### config.mk
export PLATFORM = sky130hd
export DESIGN_NAME = bus_arbiter_rr
export DESIGN_NICKNAME = d
export VERILOG_FILES = /design/src/rtl/bus_arbiter_rr.sv
export SDC_FILE = /design/constraint.sdc
export NUM_CORES = 1
export LEC_CHECK = 0
export ABC_AREA = 1
export CORE_ASPECT_RATIO = 1.2
export CORE_MARGIN = 5
export CORE_UTILIZATION = 29
export CTS_BUF_LIST = sky130_fd_sc_hd__clkbuf_4
export DETAILED_ROUTE_END_ITERATION = 7
export PLACE_DENSITY = 0.59
export SLEW_MARGIN = 0
export SYNTH_ARGS = -nofsm -noshare
export SYNTH_HDL_FRONTEND = slang
export SYNTH_SLANG_ARGS = --single-unit
### constraint.sdc
create_clock -name clk_in -period 1.7 [get_ports clk_in]
set_input_delay 0.425 -clock clk_in [delete_from_list [all_inputs] [get_ports clk_in]]
set_output_delay 0.425 -clock clk_in [all_outputs]
set_load 0.02 [all_outputs]
### src/rtl/bus_arbiter_rr.sv
// Round-robin bus arbiter with registered one-hot grant, owner index, lock and
// an optional hold limit enabled by defining BUS_ARB_TIMEOUT_EN.
module bus_arbiter_rr #(
   parameter int Hosts    = 4,
   parameter int MaxHold  = 16,
   localparam int HostIdxW = (Hosts > 1) ? $clog2(Hosts) : 1
) (
   input  logic                clk_in,
   input  logic                reset_in,
   input  logic [Hosts-1:0]    h_req_in,
   input  logic [Hosts-1:0]    h_lock_in,
   output logic [Hosts-1:0]    h_gnt_out,
   output logic                gnt_valid_out,
   output logic [HostIdxW-1:0] sel_out,
   output logic                timeout_out
);

   typedef enum logic {IDLE, OWNED} state_t;

   state_t              state_reg, state_next;
   logic [HostIdxW-1:0] last_reg, last_next;
   logic [HostIdxW-1:0] sel_reg, sel_next;
   logic [Hosts-1:0]    gnt_reg, gnt_next;
   logic                valid_reg, valid_next;

   logic [Hosts-1:0]    cand;
   logic [Hosts-1:0]    win_onehot;
   logic [HostIdxW-1:0] win_idx;
   logic                found;
   logic                keep;
   logic                owner_lock;
   logic                force_rot;

`ifdef BUS_ARB_TIMEOUT_EN
   localparam int CntW = $clog2(MaxHold + 1);
   logic [CntW-1:0] cnt_reg, cnt_next;
   logic            tmo_reg, tmo_next;
`endif

   // The current owner is masked out so a release re-arbitrates only among the others.
   always_comb begin
      cand    = (state_reg == OWNED) ? (h_req_in & ~gnt_reg) : h_req_in;
      found   = 1'b0;
      win_idx = '0;
      for (int k = 1; k <= Hosts; k++) begin
         logic [HostIdxW-1:0] idx_w;
         idx_w = HostIdxW'((int'(last_reg) + k) % Hosts);
         if (!found && cand[idx_w]) begin
            found   = 1'b1;
            win_idx = idx_w;
         end
      end
   end

   genvar gi;
   generate
      for (gi = 0; gi < Hosts; gi++) begin : g_onehot
         assign win_onehot[gi] = found && (win_idx == HostIdxW'(gi));
      end
   endgenerate

   assign owner_lock = h_lock_in[sel_reg];
   assign keep       = h_req_in[sel_reg] | owner_lock;

`ifdef BUS_ARB_TIMEOUT_EN
   // The counter holds (granted cycles - 1), so MaxHold-1 means MaxHold cycles held.
   assign force_rot = (int'(cnt_reg) >= MaxHold - 1) && !owner_lock && found;
`else
   assign force_rot = 1'b0;
`endif

   always_comb begin
      state_next = state_reg;
      last_next  = last_reg;
      sel_next   = sel_reg;
      gnt_next   = gnt_reg;
      valid_next = valid_reg;
`ifdef BUS_ARB_TIMEOUT_EN
      cnt_next   = cnt_reg;
      tmo_next   = 1'b0;
`endif
      case (state_reg)
         IDLE: begin
            if (found) begin
               state_next = OWNED;
               last_next  = win_idx;
               sel_next   = win_idx;
               gnt_next   = win_onehot;
               valid_next = 1'b1;
`ifdef BUS_ARB_TIMEOUT_EN
               cnt_next   = '0;
`endif
            end
         end
         OWNED: begin
            if (keep && !force_rot) begin
`ifdef BUS_ARB_TIMEOUT_EN
               if (int'(cnt_reg) < MaxHold) cnt_next = cnt_reg + 1'b1;
`endif
            end else if (found) begin
               last_next  = win_idx;
               sel_next   = win_idx;
               gnt_next   = win_onehot;
               valid_next = 1'b1;
`ifdef BUS_ARB_TIMEOUT_EN
               cnt_next   = '0;
               // Owner still wanted the bus, so this move was forced.
               tmo_next   = keep;
`endif
            end else begin
               state_next = IDLE;
               sel_next   = '0;
               gnt_next   = '0;
               valid_next = 1'b0;
`ifdef BUS_ARB_TIMEOUT_EN
               cnt_next   = '0;
`endif
            end
         end
         default: state_next = IDLE;
      endcase
   end

   always_ff @(posedge clk_in) begin
      if (reset_in) begin
         state_reg <= IDLE;
         last_reg  <= HostIdxW'(Hosts - 1);
         sel_reg   <= '0;
         gnt_reg   <= '0;
         valid_reg <= 1'b0;
`ifdef BUS_ARB_TIMEOUT_EN
         cnt_reg   <= '0;
         tmo_reg   <= 1'b0;
`endif
      end else begin
         state_reg <= state_next;
         last_reg  <= last_next;
         sel_reg   <= sel_next;
         gnt_reg   <= gnt_next;
         valid_reg <= valid_next;
`ifdef BUS_ARB_TIMEOUT_EN
         cnt_reg   <= cnt_next;
         tmo_reg   <= tmo_next;
`endif
      end
   end

   assign h_gnt_out     = gnt_reg;
   assign gnt_valid_out = valid_reg;
   assign sel_out       = sel_reg;

`ifdef BUS_ARB_TIMEOUT_EN
   assign timeout_out = tmo_reg;
`else
   // No hold limit in this build; MaxHold is referenced only to fold to constant 0.
   assign timeout_out = (MaxHold < 0);
`endif

endmodule

### Word-level counts from Yosys, hierarchy flattened

Index checks and enable logic that the tools add are counted.
Widths: inputs -> output; s select.

* register bits after elaboration: 10
* word-level logic and storage cells: 73
* input port bits: 10
* output and inout port bits: 8

* add/subtract/negate cells: 4
* bitwise logic cells: 4
* order comparisons: 5
* muxes and demuxes: 38
* reductions and logical operators: 12
* eq/ne operators: 5

Operator list (count)
* $mux 2: 9
* $mux 4: 4
* $lt 2x3->1 const B: 5
* $mux 1: 14
* $bmux 1 s2: 6
* $pmux 2 s2: 2
* $pmux 4 s2: 1
* $logic_and 1x1->1: 7
* $add 2x1->2 const B: 2
* $add 2x2->2 const B: 2
* $and 4x4->4: 1
* $eq 2x2->1 const B: 2
* $ne 2x2->1 const B: 2
* $not 4->4: 1
* $pmux 1 s2: 2
* $logic_not 1->1: 3
* $eq 2x1->1 const B: 1
* $logic_not 2->1: 1
* $reduce_and 2->1: 1
* $not 1->1: 1
* $or 1x1->1: 1

### Longest topological paths before layout

* word-level depth: 20
* gate-level depth with buffers: 12
* mapped depth without buffers: 11

### Worst setup path before layout

Ideal clock, no wire load.

* kind: register to register
* from: register gnt_reg[0], in the netlist h_gnt_out[0]
* to: register gnt_reg[0], in the netlist h_gnt_out[0]
* cell stages (with the launch flop): 11
* setup slack: 239 ps
* library setup time: 69 ps
* data required time: 1631 ps
* period minus slack after synthesis: 1461 ps
* arrival time: 1392 ps
* path buffers: 0
* path through: dfxtp_1 > nand2_2 > nand3_1 > nand3_1 > nand2_2 > nand4_2 > nand2_2 > nand2_4 > clkinv_2 > nand2_1 > a21oi_2

* cells in the longest elaborated chain, start to end: 20
* elaborated cells between the ends (all ways): 33
* classes of those cells: eq/ne (1); mux (21); bitwise (2); reduce/logical (9)

RTL lines
* start, declared: RTL line 23 `logic [Hosts-1:0] gnt_reg, gnt_next;`
* start signal, assigned: RTL line 139 `gnt_reg <= gnt_next;`
* $not 4->4 (*): RTL line 42 `cand = (state_reg == OWNED) ? (h_req_in & ~gnt_reg) : h_req_in;`
* $and 4x4->4 (*): RTL line 42
* $mux 4 (*): RTL line 42
* $bmux 1 s2: RTL line 48 `if (!found && cand[idx_w]) begin`
* $mux 1 (not written as such): RTL line 48
* $mux 1: RTL line 48
* $logic_not 1->1: RTL line 48
* $logic_and 1x1->1: RTL line 48
* (+4 left out)
* $logic_not 1->1: RTL line 48
* $logic_and 1x1->1: RTL line 48
* $mux 2: RTL line 48
* $logic_not 2->1: RTL line 58 `assign win_onehot[gi] = found && (win_idx == HostIdxW'(gi));`
* $logic_and 1x1->1: RTL line 58
* $mux 4: RTL line 100 `end else if (found) begin`
* $mux 4: RTL line 96 `if (keep && !force_rot) begin`
* $pmux 4 s2: RTL line 82 `case (state_reg)`

Mark *: on every way between the ends. The rest lies on a longest branch, timed or not. The select of a mux whose other input is x is not followed.
A chain may end at the register's enable or synchronous reset.

### Final worst setup path

* from: register gnt_reg[2], in the netlist h_gnt_out[2]
* to: output h_gnt_out[2]

RTL lines
* end, declared: RTL line 12 `output logic [Hosts-1:0] h_gnt_out,`

No word-level cell between the ends.

==> impl_metrics.json <==
{
  "status": "finished clean",
  "finClkSkew_ps": 2.019,
  "boundaryPins": 18,
  "ys_top_cells_by_count": "nand2_1, nand3_1, dfxtp_1, nand2_2, nand3_2",
  "wl_um": 2554,
  "nets": 165,
  "synth_nets": 134,
  "drv_slew": 0,
  "drtIter0Drc": 30,
  "synth_seq_area_share_pct": 23.05,
  "gp_congestion": 0.8464,
  "chipHeight_um": 69.94,
  "min_to": "gnt_valid_out$_SDFFE_PP0P_",
  "peakVddDrop_v": 0.0009404,
  "power_density_nw_per_um2": 1989,
  "grt_pass1_wl_um": 3919,
  "syn_area_um2": 868.3,
  "dp_hpwl_um": 1754,
  "cts_tree": "built",
  "path_cells": "clkdlybuf4s50_1",
  "grt_max_degree": 11,
  "num_vias": 968,
  "area_delta_synth_final_pct": 57.49,
  "max-cap-violations": 0,
  "core_um2": 2838,
  "cp_max_fo": 3,
  "synth_top_area_share_pct": 23.05,
  "period_minus_slack_ps": 1665,
  "grt_pass1_vias": 892,
  "hold_depth": 2,
  "largest_reg_flops": 4,
  "postSynthCellCount": 124,
  "cts_max_path_buffers": 2,
  "rows": 21,
  "cp.required_ps": 1270,
  "cp-start-kind": "register",
  "hp-class": "register to register",
  "gr-total-overflow": 0,
  "worstSetupPathType": "register to primary output",
  "fmax_mhz": 600.4,
  "synth_top_area_cell": "dfxtp_1",
  "synth-seq-cells": 10,
  "dr.pass1.iters": 4,
  "diodes": 0,
  "cts_buffers": 3,
  "dieArea_um2": 4193,
  "grt_usage_pct": 11.77,
  "clock-sinks": 10,
  "worstRegToRegCells": 11,
  "synth-xor-area-share_pct": 0,
  "utilization_pct": 48.19,
  "yosys.area_share.simple_pct": 55.76,
  "reg2reg_slack_ps": 80,
  "antenna_found_initial": 0,
  "start_util_pct": 30.60,
  "synth_ff_type": "dfxtp_1",
  "synthAdderAreaFrac_pct": 0,
  "end_kind": "primary output",
  "synthMuxAreaShare_pct": 0,
  "rr_endpoint": "h_gnt_out[1]$_SDFFE_PP0P_",
  "totalPowerFinal_mw": 2.720,
  "synth_warnings": 0,
  "crit_buf_inv": 1,
  "synth_cell_type_count": 26,
  "clk_latency_ps": 260,
  "synth_compound_area_share_pct": 11.82,
  "cp_top_family": "buffers and inverters",
  "cp_slowest_stage_delay_ps": 620,
  "wl_per_cell_um": 13.59,
  "p_leak_nw": 0.6640,
  "post-route-drc-count": 0,
  "hold_viol": 0,
  "die_w_um": 59.95,
  "clk_pin_slew_ps": 60,
  "synth_top_family_by_area": "simple AND/OR/NAND/NOR gates",
  "setup_viol": 0,
  "synth_edf_count": 0,
  "drive_gt1_share_pct": 47.40,
  "min_from": "gnt_valid_out$_SDFFE_PP0P_",
  "via_per_inst": 5.149,
  "finalCritPeriodShare_pct": 97.97,
  "async_flop_share_pct": 0,
  "clockRootBuffer": "clkbuf_4",
  "r2r-start": "last_reg[0]$_SDFFE_PP1P_",
  "cp_slowest_cell": "clkdlybuf4s50_1",
  "yosys-top-cells-area": "dfxtp_1, nand2_1, nand3_1, nand3_2, nand2_2",
  "synth_most_common_cell": "nand2_1",
  "cp_data_arrival_time_ps": 1240,
  "ant_nets": 0,
  "htree_levels": 1,
  "io_buffer_count": 16,
  "cts_hold_buf": 0,
  "syn-mean-instance-area_um2": 7.003
}
-- metrics by stage --
stage	cell area, um^2	setup TNS (ps)	instances	setup WS [ps]	hold WS, ps
after floorplan	868.3	0	124	238.7	538.2
after global placement	1114	-3428	178	-399.3	450.5
after detailed placement	1114	-3768	178	-433.5	458.9
after CTS	1215	0	182	1.835	469.0
after global routing	1368	-41.63	188	-15.72	484.0
final	1368	0	188	34.54	463.2
-- report_power, final --
part,switching [mW],internal [mW],total (mW)
combinational,1.25,0.831,2.08
clock,0.0793,0.0848,0.164
sequential,0.131,0.344,0.475
total,1.46,1.26,2.72
-- timing repair --
item	CTS	global route
gates cloned	0	1
hold endpoints to repair	0	0
endpoints found under the setup margin	10	13
gates resized for setup	22	28
buffers inserted	0	5
pin swaps	5	19
-- logic make-up after synthesis --
logic type / count (synthesis)
AO/OA/AOI/OAI: 15
AND/OR/NAND/NOR: 85
buffers and inverters: 13
other: 1
flip-flops: 10
-- cells in the final DEF, fill, tap and decap left out, types with 2 or more instances in the layout --
cell type,n
nand2_1,27
nand3_2,12
buf_4,11
nand2_2,10
nand2_4,8
nand3_1,7
dfxtp_1,7
nor2_1,6
a21oi_2,6
clkdlybuf4s50_1,6
dlymetal6s2s_1,6
a21oi_1,5
nand3_4,4
dlygate4sd2_1,4
inv_2,3
inv_1,3
nor2_4,3
clkbuf_4,3
nor3_1,2
o211ai_1,2
dfxtp_4,2
-- worst min-delay path: stages (launching register included) --
cell and delay [ps]:
dfxtp_1 310, nand2_1 60, a21oi_1 50
-- routing by layer --
layer / vias up / GRT usage, % / part of all wire (%)
met4: 0 / 5.665 / 2.2
met5: - / 0 / 0
li1: 472 / - / -
met2: 21 / 19.59 / 54
met3: 7 / 0.7366 / 2.0
met1: 468 / 14.87 / 42
-- final cells by class --
class | count | area (um^2)
inverters | 9 | 53.80
multi-input cells | 101 | 726.9
flip-flops and latches | 10 | 209.0
clock inverters | 1 | 3.754
clock buffers | 3 | 22.52
fillers | 275 | 1470
well taps | 34 | 42.54
repair buffers | 30 | 309.0
-- worst max path at each step --
stage / start / to / cells after the start / slack (ps)
floorplan: h_gnt_out[0]$_SDFFE_PP0P_ / h_gnt_out[0]$_SDFFE_PP0P_ / 10 / 240
global placement: h_req_in[1] / sel_out[0]$_SDFFE_PP0P_ / 10 / -400
detailed placement: h_req_in[1] / sel_out[0]$_SDFFE_PP0P_ / 10 / -430
CTS: h_req_in[3] / sel_out[0]$_SDFFE_PP0P_ / 10 / 2
global route: last_reg[0]$_SDFFE_PP1P_ / last_reg[0]$_SDFFE_PP1P_ / 11 / -20
finish: h_gnt_out[2]$_SDFFE_PP0P_ / h_gnt_out[2] / 1 / 30
Power figures use the tool's default switching activity.
